--- src/rtl/fork_join_scheduler_pkg.sv ---
//------------------------------------------------------------------------------
// Module   : fork_pkg
// Brief    : Shared types and defaults for the fork/join scheduler.
// Revision : 1.0
//------------------------------------------------------------------------------
`default_nettype none

package fork_pkg;

    localparam int C_DEFAULT_N_TASKS = 2;
    localparam int C_DEFAULT_DUR_W   = 8;

    typedef enum logic [1:0] {
        JOIN      = 2'd0,
        JOIN_ANY  = 2'd1,
        JOIN_NONE = 2'd2
    } fork_mode_e;

    typedef enum logic [1:0] {
        IDLE  = 2'd0,
        RUN   = 2'd1,
        DRAIN = 2'd2
    } fsm_state_e;

    // The reserved encoding falls back to a full join.
    function automatic fork_mode_e decode_mode(input logic [1:0] raw);
        case (raw)
            2'd1:    return JOIN_ANY;
            2'd2:    return JOIN_NONE;
            default: return JOIN;
        endcase
    endfunction

endpackage

`default_nettype wire

--- src/rtl/fork_join_scheduler_if.sv ---
//------------------------------------------------------------------------------
// Module   : fork_join_scheduler_if
// Brief    : Command and worker signalling bundle of the fork/join scheduler.
//            FORK_DISABLE_EN adds the kill / fork_killed pair.
// Revision : 1.0
//------------------------------------------------------------------------------
`default_nettype none

interface fork_join_scheduler_if #(
    parameter int N_TASKS = 2,
    parameter int DUR_W   = 8
);
    logic                       fork_valid;
    logic                       fork_ready;
    logic [1:0]                 fork_mode;
    logic [N_TASKS-1:0]         fork_mask;
    logic [N_TASKS*DUR_W-1:0]   fork_dur;
    logic [N_TASKS-1:0]         task_start;
    logic [N_TASKS-1:0]         task_active;
    logic [N_TASKS-1:0]         task_done;
    logic                       join_done;
`ifdef FORK_DISABLE_EN
    logic                       kill;
    logic                       fork_killed;
`endif

    modport master (
        output fork_valid,
        output fork_mode,
        output fork_mask,
        output fork_dur,
        input  fork_ready,
        input  task_start,
        input  task_active,
        input  task_done,
        input  join_done
`ifdef FORK_DISABLE_EN
        ,
        output kill,
        input  fork_killed
`endif
    );

    modport slave (
        input  fork_valid,
        input  fork_mode,
        input  fork_mask,
        input  fork_dur,
        output fork_ready,
        output task_start,
        output task_active,
        output task_done,
        output join_done
`ifdef FORK_DISABLE_EN
        ,
        input  kill,
        output fork_killed
`endif
    );

endinterface

`default_nettype wire

--- src/rtl/fork_join_scheduler_task_timer.sv ---
//------------------------------------------------------------------------------
// Module   : task_timer
// Brief    : One worker timer: start pulse, DUR cycles active, done pulse.
// Revision : 1.0
//------------------------------------------------------------------------------
`default_nettype none

module task_timer #(
    parameter int DUR_W = 8
) (
    input  wire logic             clk,
    input  wire logic             rst,
    input  wire logic             load,
    input  wire logic [DUR_W-1:0] duration,
    input  wire logic             clear,
    output logic                  start,
    output logic                  active,
    output logic                  done,
    output logic                  done_next
);

    logic [DUR_W-1:0] r_cnt;
    logic             r_start;
    logic             r_active;
    logic             r_done;
    logic [DUR_W-1:0] w_cnt_next;
    logic             w_start_next;
    logic             w_active_next;
    logic             w_done_next;

    // Active spans the start cycle, so the counter holds remaining cycles minus one.
    always_comb begin
        w_cnt_next    = r_cnt;
        w_start_next  = 1'b0;
        w_active_next = r_active;
        w_done_next   = 1'b0;
        if (clear) begin
            w_active_next = 1'b0;
        end else if (load) begin
            w_start_next = 1'b1;
            if (duration == '0) begin
                w_done_next   = 1'b1;
                w_active_next = 1'b0;
            end else begin
                w_active_next = 1'b1;
                w_cnt_next    = duration - DUR_W'(1);
            end
        end else if (r_active) begin
            if (r_cnt == '0) begin
                w_active_next = 1'b0;
                w_done_next   = 1'b1;
            end else begin
                w_cnt_next = r_cnt - DUR_W'(1);
            end
        end
    end

    always_ff @(posedge clk or posedge rst) begin
        if (rst) begin
            r_cnt    <= '0;
            r_start  <= 1'b0;
            r_active <= 1'b0;
            r_done   <= 1'b0;
        end else begin
            r_cnt    <= w_cnt_next;
            r_start  <= w_start_next;
            r_active <= w_active_next;
            r_done   <= w_done_next;
        end
    end

    assign start     = r_start;
    assign active    = r_active;
    assign done      = r_done;
    assign done_next = w_done_next;

endmodule

`default_nettype wire

--- src/rtl/fork_join_scheduler.sv ---
//------------------------------------------------------------------------------
// Module   : fork_join_scheduler
// Brief    : Fork/join controller: launches timed workers, reports the join point.
//            Optional abort support with FORK_DISABLE_EN.
// Revision : 1.0
//------------------------------------------------------------------------------
`default_nettype none

module fork_join_scheduler
    import fork_pkg::*;
#(
    parameter int N_TASKS = C_DEFAULT_N_TASKS,
    parameter int DUR_W   = C_DEFAULT_DUR_W
) (
    input  wire logic              clk,
    input  wire logic              rst,
    fork_join_scheduler_if.slave   bus
);

    fsm_state_e         r_state;
    fsm_state_e         w_state_next;
    fork_mode_e         r_mode;
    fork_mode_e         w_mode;
    logic [N_TASKS-1:0] r_rem;
    logic [N_TASKS-1:0] w_rem_cur;
    logic [N_TASKS-1:0] w_rem_next;
    logic               r_joined;
    logic               r_join_done;
    logic               w_join_next;
    logic               w_hit;
    logic               w_accept;
    logic               w_clear;
    logic [N_TASKS-1:0] w_load;
    logic [N_TASKS-1:0] w_start;
    logic [N_TASKS-1:0] w_active;
    logic [N_TASKS-1:0] w_done;
    logic [N_TASKS-1:0] w_done_next;

    assign w_accept = bus.fork_valid && (r_state == IDLE);
    assign w_load   = {N_TASKS{w_accept}} & bus.fork_mask;

`ifdef FORK_DISABLE_EN
    logic r_fork_killed;

    // A held kill aborts once; the following cycle only drains back to IDLE.
    assign w_clear = bus.kill && (r_state != IDLE) && !r_fork_killed;

    always_ff @(posedge clk or posedge rst) begin
        if (rst) begin
            r_fork_killed <= 1'b0;
        end else begin
            r_fork_killed <= w_clear;
        end
    end

    assign bus.fork_killed = r_fork_killed;
`else
    assign w_clear = 1'b0;
`endif

    generate
        for (genvar i = 0; i < N_TASKS; i++) begin : g_task
            task_timer #(
                .DUR_W (DUR_W)
            ) u_timer (
                .clk       (clk),
                .rst       (rst),
                .load      (w_load[i]),
                .duration  (bus.fork_dur[i*DUR_W +: DUR_W]),
                .clear     (w_clear),
                .start     (w_start[i]),
                .active    (w_active[i]),
                .done      (w_done[i]),
                .done_next (w_done_next[i])
            );
        end
    endgenerate

    // Join is judged on the timers' next done so join_done lines up with task_done.
    always_comb begin
        w_mode     = w_accept ? decode_mode(bus.fork_mode) : r_mode;
        w_rem_cur  = w_accept ? bus.fork_mask : r_rem;
        w_rem_next = w_rem_cur & ~w_done_next;
        w_hit      = 1'b0;
        if (w_accept && ((bus.fork_mask == '0) || (w_mode == JOIN_NONE))) begin
            w_hit = 1'b1;
        end else begin
            case (w_mode)
                JOIN_ANY: w_hit = |w_done_next;
                JOIN:     w_hit = (|w_done_next) && (w_rem_next == '0);
                default:  w_hit = 1'b0;
            endcase
        end
        w_join_next = w_hit && (w_accept || ((r_state != IDLE) && !r_joined));
    end

    always_ff @(posedge clk or posedge rst) begin
        if (rst) begin
            r_mode      <= JOIN;
            r_rem       <= '0;
            r_joined    <= 1'b0;
            r_join_done <= 1'b0;
        end else begin
            r_mode      <= w_mode;
            r_rem       <= w_rem_next;
            r_joined    <= w_accept ? w_join_next : (r_joined | w_join_next);
            r_join_done <= w_join_next;
        end
    end

    always_ff @(posedge clk or posedge rst) begin
        if (rst) begin
            r_state <= IDLE;
        end else begin
            r_state <= w_state_next;
        end
    end

    always_comb begin
        w_state_next = r_state;
        case (r_state)
            IDLE: begin
                if (w_accept) begin
                    w_state_next = RUN;
                end
            end
            RUN: begin
                if (!(|w_active)) begin
                    w_state_next = IDLE;
                end else if (r_joined) begin
                    w_state_next = DRAIN;
                end
            end
            DRAIN: begin
                if (!(|w_active)) begin
                    w_state_next = IDLE;
                end
            end
            default: w_state_next = IDLE;
        endcase
    end

    assign bus.fork_ready  = (r_state == IDLE);
    assign bus.task_start  = w_start;
    assign bus.task_active = w_active;
    assign bus.task_done   = w_done;
    assign bus.join_done   = r_join_done;

endmodule

`default_nettype wire

--- src/flat_wrapper.sv ---
// flat-port wrapper written by rule: the top's interface ports become plain ports
module fork_join_scheduler_flat import fork_pkg::*;
#(
    parameter int N_TASKS = C_DEFAULT_N_TASKS,
    parameter int DUR_W   = C_DEFAULT_DUR_W
)
  (clk, rst, bus_fork_valid, bus_fork_mode, bus_fork_mask, bus_fork_dur, bus_fork_ready, bus_task_start, bus_task_active, bus_task_done, bus_join_done);
  fork_join_scheduler_if #(.N_TASKS(N_TASKS), .DUR_W(DUR_W)) bus_i ();
  input  wire logic clk;
  input  wire logic rst;
  input wire logic [$bits(bus_i.fork_valid)-1:0] bus_fork_valid;
  input wire logic [$bits(bus_i.fork_mode)-1:0] bus_fork_mode;
  input wire logic [$bits(bus_i.fork_mask)-1:0] bus_fork_mask;
  input wire logic [$bits(bus_i.fork_dur)-1:0] bus_fork_dur;
  output wire logic [$bits(bus_i.fork_ready)-1:0] bus_fork_ready;
  output wire logic [$bits(bus_i.task_start)-1:0] bus_task_start;
  output wire logic [$bits(bus_i.task_active)-1:0] bus_task_active;
  output wire logic [$bits(bus_i.task_done)-1:0] bus_task_done;
  output wire logic [$bits(bus_i.join_done)-1:0] bus_join_done;
  assign bus_i.fork_valid = bus_fork_valid;
  assign bus_i.fork_mode = bus_fork_mode;
  assign bus_i.fork_mask = bus_fork_mask;
  assign bus_i.fork_dur = bus_fork_dur;
  assign bus_fork_ready = bus_i.fork_ready;
  assign bus_task_start = bus_i.task_start;
  assign bus_task_active = bus_i.task_active;
  assign bus_task_done = bus_i.task_done;
  assign bus_join_done = bus_i.join_done;
  fork_join_scheduler #(.N_TASKS(N_TASKS), .DUR_W(DUR_W)) u_core (.clk(clk), .rst(rst), .bus(bus_i));
endmodule
--- config.mk ---
export PLATFORM = sky130hd
export DESIGN_NAME = fork_join_scheduler_flat
export DESIGN_NICKNAME = d
export VERILOG_FILES = /design/src/rtl/fork_join_scheduler_pkg.sv /design/src/rtl/fork_join_scheduler_if.sv /design/src/rtl/fork_join_scheduler_task_timer.sv /design/src/rtl/fork_join_scheduler.sv /design/src/flat_wrapper.sv
export SDC_FILE = /design/constraint.sdc
export NUM_CORES = 1
export LEC_CHECK = 0
export CORE_ASPECT_RATIO = 1.5
export CORE_UTILIZATION = 59
export DETAILED_ROUTE_END_ITERATION = 7
export PLACE_DENSITY = 0.86
export SLEW_MARGIN = 25
export SYNTH_ARGS = -nofsm -noshare
export SYNTH_HDL_FRONTEND = slang
export SYNTH_HIERARCHICAL = 1
export SYNTH_SLANG_ARGS = --single-unit
--- constraint.sdc ---
create_clock -name clk -period 5.35 [get_ports clk]
set_clock_uncertainty 0.1 [all_clocks]
set_input_delay 1.07 -clock clk [delete_from_list [all_inputs] [get_ports clk]]
set_output_delay 1.07 -clock clk [all_outputs]
set_load 0.01 [all_outputs]
Yosys cells after proc, flatten, opt, wreduce, memory -nomap -nowiden
Index checks and enable logic that the tools add are counted.
Widths: inputs -> output; s select.
{ "word_totals": {"wordCells": 95, "regBits": 30, "input_bits": 23} }
{ "classes": {"mux": 37, "n_addsub": 4, "n_reduce_logical": 24, "n_eq_ne": 13, "bitwise_logic": 4} }
{ "ops": {"columns": ["cell", "n"], "rows": [
  ["$mux 8", 8],
  ["$logic_not 8->1", 4],
  ["$sub 8x1->8 const B", 4],
  ["$mux 1", 20],
  ["$mux 2", 6],
  ["$reduce_and 3->1", 3],
  ["$logic_not 2->1", 4],
  ["$eq 2x1->1 const B", 3],
  ["$eq 2x2->1 const B", 3],
  ["$ne 2x1->1 const B", 3],
  ["$ne 2x2->1 const B", 3],
  ["$pmux 2 s3", 1],
  ["$reduce_bool 2->1", 3],
  ["$logic_and 1x1->1", 5],
  ["$and 2x2->2", 2],
  ["$pmux 2 s2", 1],
  ["$reduce_or 2->1", 2],
  ["$ne 3x2->1 const B", 1],
  ["$logic_or 1x1->1", 2],
  ["$not 2->2", 1],
  ["$pmux 1 s2", 1],
  ["$logic_not 1->1", 1],
  ["$or 1x1->1", 1]
]} }

Logic depth before layout (Yosys ltp)
{ "logic_depth": {"depth_word": 13, "depth_mapped": 11, "depth_no_buf": 8} }

Modules after synthesis
Netlist, hierarchy kept.
{ "by_module_without_submodules": {"columns": ["mod", "cells_per_inst", "area_per_inst_um2", "instances", "seq_area_each_um2"], "rows": [
  ["task_timer", 89, 833.3, 2, 275.3],
  ["fork_join_scheduler", 49, 445.4, 1, 200.2]
]} }

Least setup slack after synthesis
Ideal clock, no wire load.
{ "synth_path": {"path_kind": "input to register", "start": "in bus_fork_mask[0]", "end": "reg u_core.g_task[0].u_timer.r_cnt[4]", "required_ns": 5.130, "slack_ns": 2.084, "arrival_time_ns": 3.046, "cell_stages": 10, "setup_time_ns": 0.120, "path_cell_list": "and4bb_1 > buf_6 > clkbuf_1 > mux2i_1 > ha_1 > clkbuf_1 > nor3b_1 > xnor2_1 > a21oi_1 > o22a_2"} }
{ "synth_between": {"elab_chain_cells": 3, "word_cells_on_any_way": 6, "cone_classes": "eq/ne: 2; mux: 1; bitwise: 1; reduce/logical: 2"} }
{ "synth_lines": {"columns": ["item", "line", "text"], "rows": [
  ["from (decl)", "flat_wrapper.sv:13", "input wire logic [$bits(bus_i.fork_mask)-1:0] bus_fork_mask;"],
  ["$and 2x2->2 (*)", "fork_join_scheduler.sv:40", "assign w_load = {N_TASKS{w_accept}} & bus.fork_mask;"],
  ["$ne 2x1->1 (no source line), or another cell as far along", null, null],
  ["$reduce_and 3->1 (no source line)", null, null],
  ["to (signal assigned)", "fork_join_scheduler_task_timer.sv:65", "r_cnt <= w_cnt_next;"],
  ["to (decl)", "fork_join_scheduler_task_timer.sv:22", "logic [DUR_W-1:0] r_cnt;"]
]} }
Every way passes the cells marked *; elsewhere a longest branch is shown, timed or not.
A chain may end at the register's enable or synchronous reset.

Worst setup path after layout
{ "layout_path": {"start": "in bus_fork_valid", "end": "reg u_core.g_task[0].u_timer.r_cnt[4]"} }
{ "layout_between": {"elab_chain_cells": 4, "word_cells_on_any_way": 7, "cone_classes": "eq/ne: 2; mux: 1; bitwise: 1; reduce/logical: 3"} }
{ "layout_lines": {"columns": ["item", "line", "text"], "rows": [
  ["from (decl)", "flat_wrapper.sv:11", "input wire logic [$bits(bus_i.fork_valid)-1:0] bus_fork_valid;"],
  ["$logic_and 1x1->1 (*)", "fork_join_scheduler.sv:39", "assign w_accept = bus.fork_valid && (r_state == IDLE);"],
  ["$and 2x2->2 (*)", "fork_join_scheduler.sv:40", null],
  ["net u_core.w_load[0]", "fork_join_scheduler.sv:33", "logic [N_TASKS-1:0] w_load;"],
  ["$ne 2x1->1 (no source line), or another cell as far along", null, null],
  ["$reduce_and 3->1 (no source line)", null, null]
]} }
Mark *: on every way through the listed nets, which the timed path passes. The rest lies on a longest branch.

==> results.md <==
* Run status: complete, no violations
* Final HPWL DP at ~3500 µm
* Cell row count at 26
* Wire length of the first global-routing pass at around 8200 µm
* Area overhead of the layout relative to synthesis at 17.8%
* Maximum clock insertion buffer count at 2
* Portion of the post-synthesis area used by sequential elements at 35.5%
* Finish-stage setup viols at 0
* Number of antenna violations at the first check in global routing at 0
* Number of synthesized flops with an enable pin at 0
* Crit Path Max Fanout at 25
* Starting density of the core at roughly three fifths
* Mean cell area of the mapped netlist at 9.30 µm²
* Number of cells traversed by the worst hold path at 2
* Required time of the critical path at roughly 5.4 ns
* WP data arrival at between 3 and 4 ns
* Synth warnings at 6
* Mapped cell area at approximately 0.0021 mm²
* Clock Latency Late Sink at between 0.2 and 0.3 ns
* Max-cap check violation count at 0
* Clock edge transition at the registers on the reported setup and hold paths at around 0.060 ns
* Count of vias placed by the detailed router at between 1500 and 2000
* Final max-slew violation count at 0
* Switching power share of the total at a little under two fifths
* Post-synthesis async set-or-reset flop share at 100%
* Power density relative to cell area at 364 mW/mm²
* Hold Violations, Final at 0
* DRC violations left at 0
* Drt first-iter violations at 66
* Die ar. at approximately 0.0038 mm²
* Placement Setup Slack at between 1 and 1.5 ns
* Number of detailed-routing iterations run before antenna repair at 4
* Leakage power total at ~0.0010 µW
* Number of buffers added by the clock tree synthesis step at 5
* Layout Nets at between 200 and 300
* Detailed-route wire length per cell at between 15 and 20 µm
* Portion of the clock cycle consumed by the worst path in the final layout at between 60% and 70%
* Drt total wl at 4760 µm
* Area of the core region at between 0.003 and 0.004 mm²
* Global route overflow at 0
* Unrepaired setup endpoints after global routing: no
* Gates resized, CTS repair at 0
* Top-level I/O count at 31
* Final min period at approximately 3.6 ns
* GRT Resource Usage Total at ~29%
* Class of the tightest hold or removal check: flip-flop to flip-flop
* Clk root buf: clkbuf_8
* Type of element capturing the critical path: flip-flop
* Number of global-route vias before repair at 1774
* Weighted congestion at the end of routability-driven global placement at around 0.87
* Register bit total from synthesis at 30
* Hold-fix buffers at CTS at 0
* Cell-internal power at 567 µW
* Clock sink count at 30
* DIE HEIGHT at approximately 75 µm
* Part of the total power dissipated in combinational logic at between 30% and 40%
* Final total negative setup slack at 0 ns
* Die width at a little over 50 µm
* Cell type of the slowest stage on the worst timing path: and4bb_1
* Clock H-tree levels at 2
* Cells after DPL at roughly 300
* Worst path cell trace: clkdlybuf4s50_1 -> and4bb_1 -> mux2i_1 -> ha_1 -> nor3b_1 -> xnor2_1 -> a21oi_1 -> o22a_2
* Number of cells traversed by the worst register-to-register path at 8
* Post-synthesis cell count at between 200 and 250
* Seq pwr share at 42.7%
* R2r setup slk at about 2.4 ns
* Total of buffers placed on input and output ports at 30
* Post-CTS setup buffer count at 0
* Predominant post-synthesis flop cell: dfrtp_1
* Critical path class: primary input to flip-flop
* Worst ir drop on vdd at 281 µV
* PnR worst setup slack at around 1.7 ns
* Highest cell delay on the worst timing path at between 0.7 and 0.8 ns
* Post-route antenna net violation count at 0
* Number of diodes added for antenna fixing at 0
* Routed via count divided by cell count at between 6 and 7
* Share of total power in the clock network at between 20% and 30%
* Number of unique standard cell types used by synthesis at 57
* Non-filler instance count after layout at between 300 and 400
* Sw power at 338 µW
* Layout cell share with drive strength beyond 1 at 11.6%
* Max Fclk at around 280 MHz
* Maximum number of pins on one net before global-route repair at 26
* CP startpoint kind: primary input
* Clock tree from TritonCTS: done
* Worst slew margin relative to its limit at 45.3%
* Worst Max-Slew Pin Slew at about 0.82 ns
* Post-Route Utilization at between 70 and 80%
[synthesized netlist by cell type, drive strengths merged (3+ instances only)]
cell type / count / area share, %
or3: 10 / 3.0
nand3: 3 / 0.71
o21ai: 12 / 2.8
dfrtp: 30 / 36
nand2b: 5 / 1.5
o311ai: 4 / 3.3
o211ai: 4 / 1.4
nand3b: 5 / 1.8
nor2: 16 / 2.8
nand2: 4 / 0.71
o22ai: 8 / 2.4
clkbuf: 6 / 1.4
a21oi: 15 / 3.6
mux2i: 8 / 4.0
a22oi: 4 / 1.4
a211oi: 3 / 1.3
nor4: 8 / 2.4
or4: 6 / 2.6
buf: 5 / 2.7
inv: 21 / 3.7
[sequential cells by signal (all words and copies together), names as in the netlist]
signal / flops
u_core/r_mode: 2
u_core/g_task.u_timer/done: 2
u_core/r_state: 2
u_core/g_task.u_timer/r_cnt: 16
u_core/g_task.u_timer/active: 2
u_core/r_joined: 1
u_core/g_task.u_timer/start: 2
u_core/bus.join_done: 1
u_core/r_rem: 2
[routing by layer]
metal  up-vias  wire [µm]  GRT usage [%]
li1        915          -              -
met1       890       1990           33.8
met2        57       2460           48.6
met3        13        198           6.46
met4         0        106           14.5
met5         -          0              0
[worst paths after layout]
kind | start | endpoint
min | u_core/r_mode[0] | u_core/r_mode[0]
min reg2reg | u_core/r_mode[0] | u_core/r_mode[0]
max in group asynchronous | rst | u_core/g_task[1].u_timer/r_cnt[1]
max | bus_fork_valid | u_core/g_task[0].u_timer/r_cnt[4]
min in group asynchronous | rst | u_core/r_rem[0]
max reg2reg | u_core/r_state[0] | u_core/g_task[1].u_timer/r_cnt[4]
[cells in the final DEF, fill, tap and decap left out, types with 3 or more instances in the layout]
master           count
nand2b_1             5
nor2_1              16
or3_1               10
clkdlybuf4s50_1     30
nand3b_1             5
clkbuf_8             6
dfrtp_1             30
o21ai_0              6
nand2_1              4
nor4_1               8
o22ai_1              8
inv_1               21
conb_1               6
o21ai_1              6
a22oi_1              4
mux2i_1              7
nand3_1              3
o211ai_1             4
a21oi_1             15
[through the flow]
stage	power [µW]	cell area, µm²	hold slack, ns
2_1_floorplan	629	2130	0.349
3_3_place_gp	705	2400	0.364
3_5_place_dp	719	2400	0.387
4_1_cts	908	2490	0.400
5_1_grt	975	2490	0.450
6_report	906	2490	0.402
[critical path, delay by kind of cell]
| kind | cells | cell delay [ns] |
|---|---|---|
| simple gates | 2 | 1.01 |
| buf+inv | 1 | 0.51 |
| fa+ha+maj | 1 | 0.33 |
| mux | 1 | 0.31 |
| compound gates | 2 | 0.31 |
| xor+xnor | 1 | 0.14 |
[layout make-up]
class | count | area, µm²
fill | 274 | 928
clock buffer | 7 | 86.3
tap | 42 | 52.6
timing repair buffer | 30 | 300
clock inverter | 1 | 5.00
sequential | 30 | 751
inverter | 21 | 78.8
multi-input combinational | 170 | 1210
[power groups by stage]
stage	sequential (µW)	clock, µW	combinational, µW
final	387	186	333
after CTS	385	189	334
after detailed placement	387	0	332
after global routing	396	199	380
after floorplan	365	0	265
after global placement	381	0	324
[cell families (layout without fill, tap and decap cells)]
family,Yosys count,in the layout,share of synthesized area (%)
AOI/OAI and AO/OA,74,74,26.4
and+or+nand+nor,74,74,21.7
buffers and inverters,32,59,7.88
DFF,30,30,35.5
muxes,10,10,5.39
xor gates and xnor gates,4,4,1.66
adders and majority gates,2,2,1.18
other,1,6,0.178
Power figures use the tool's default switching activity.
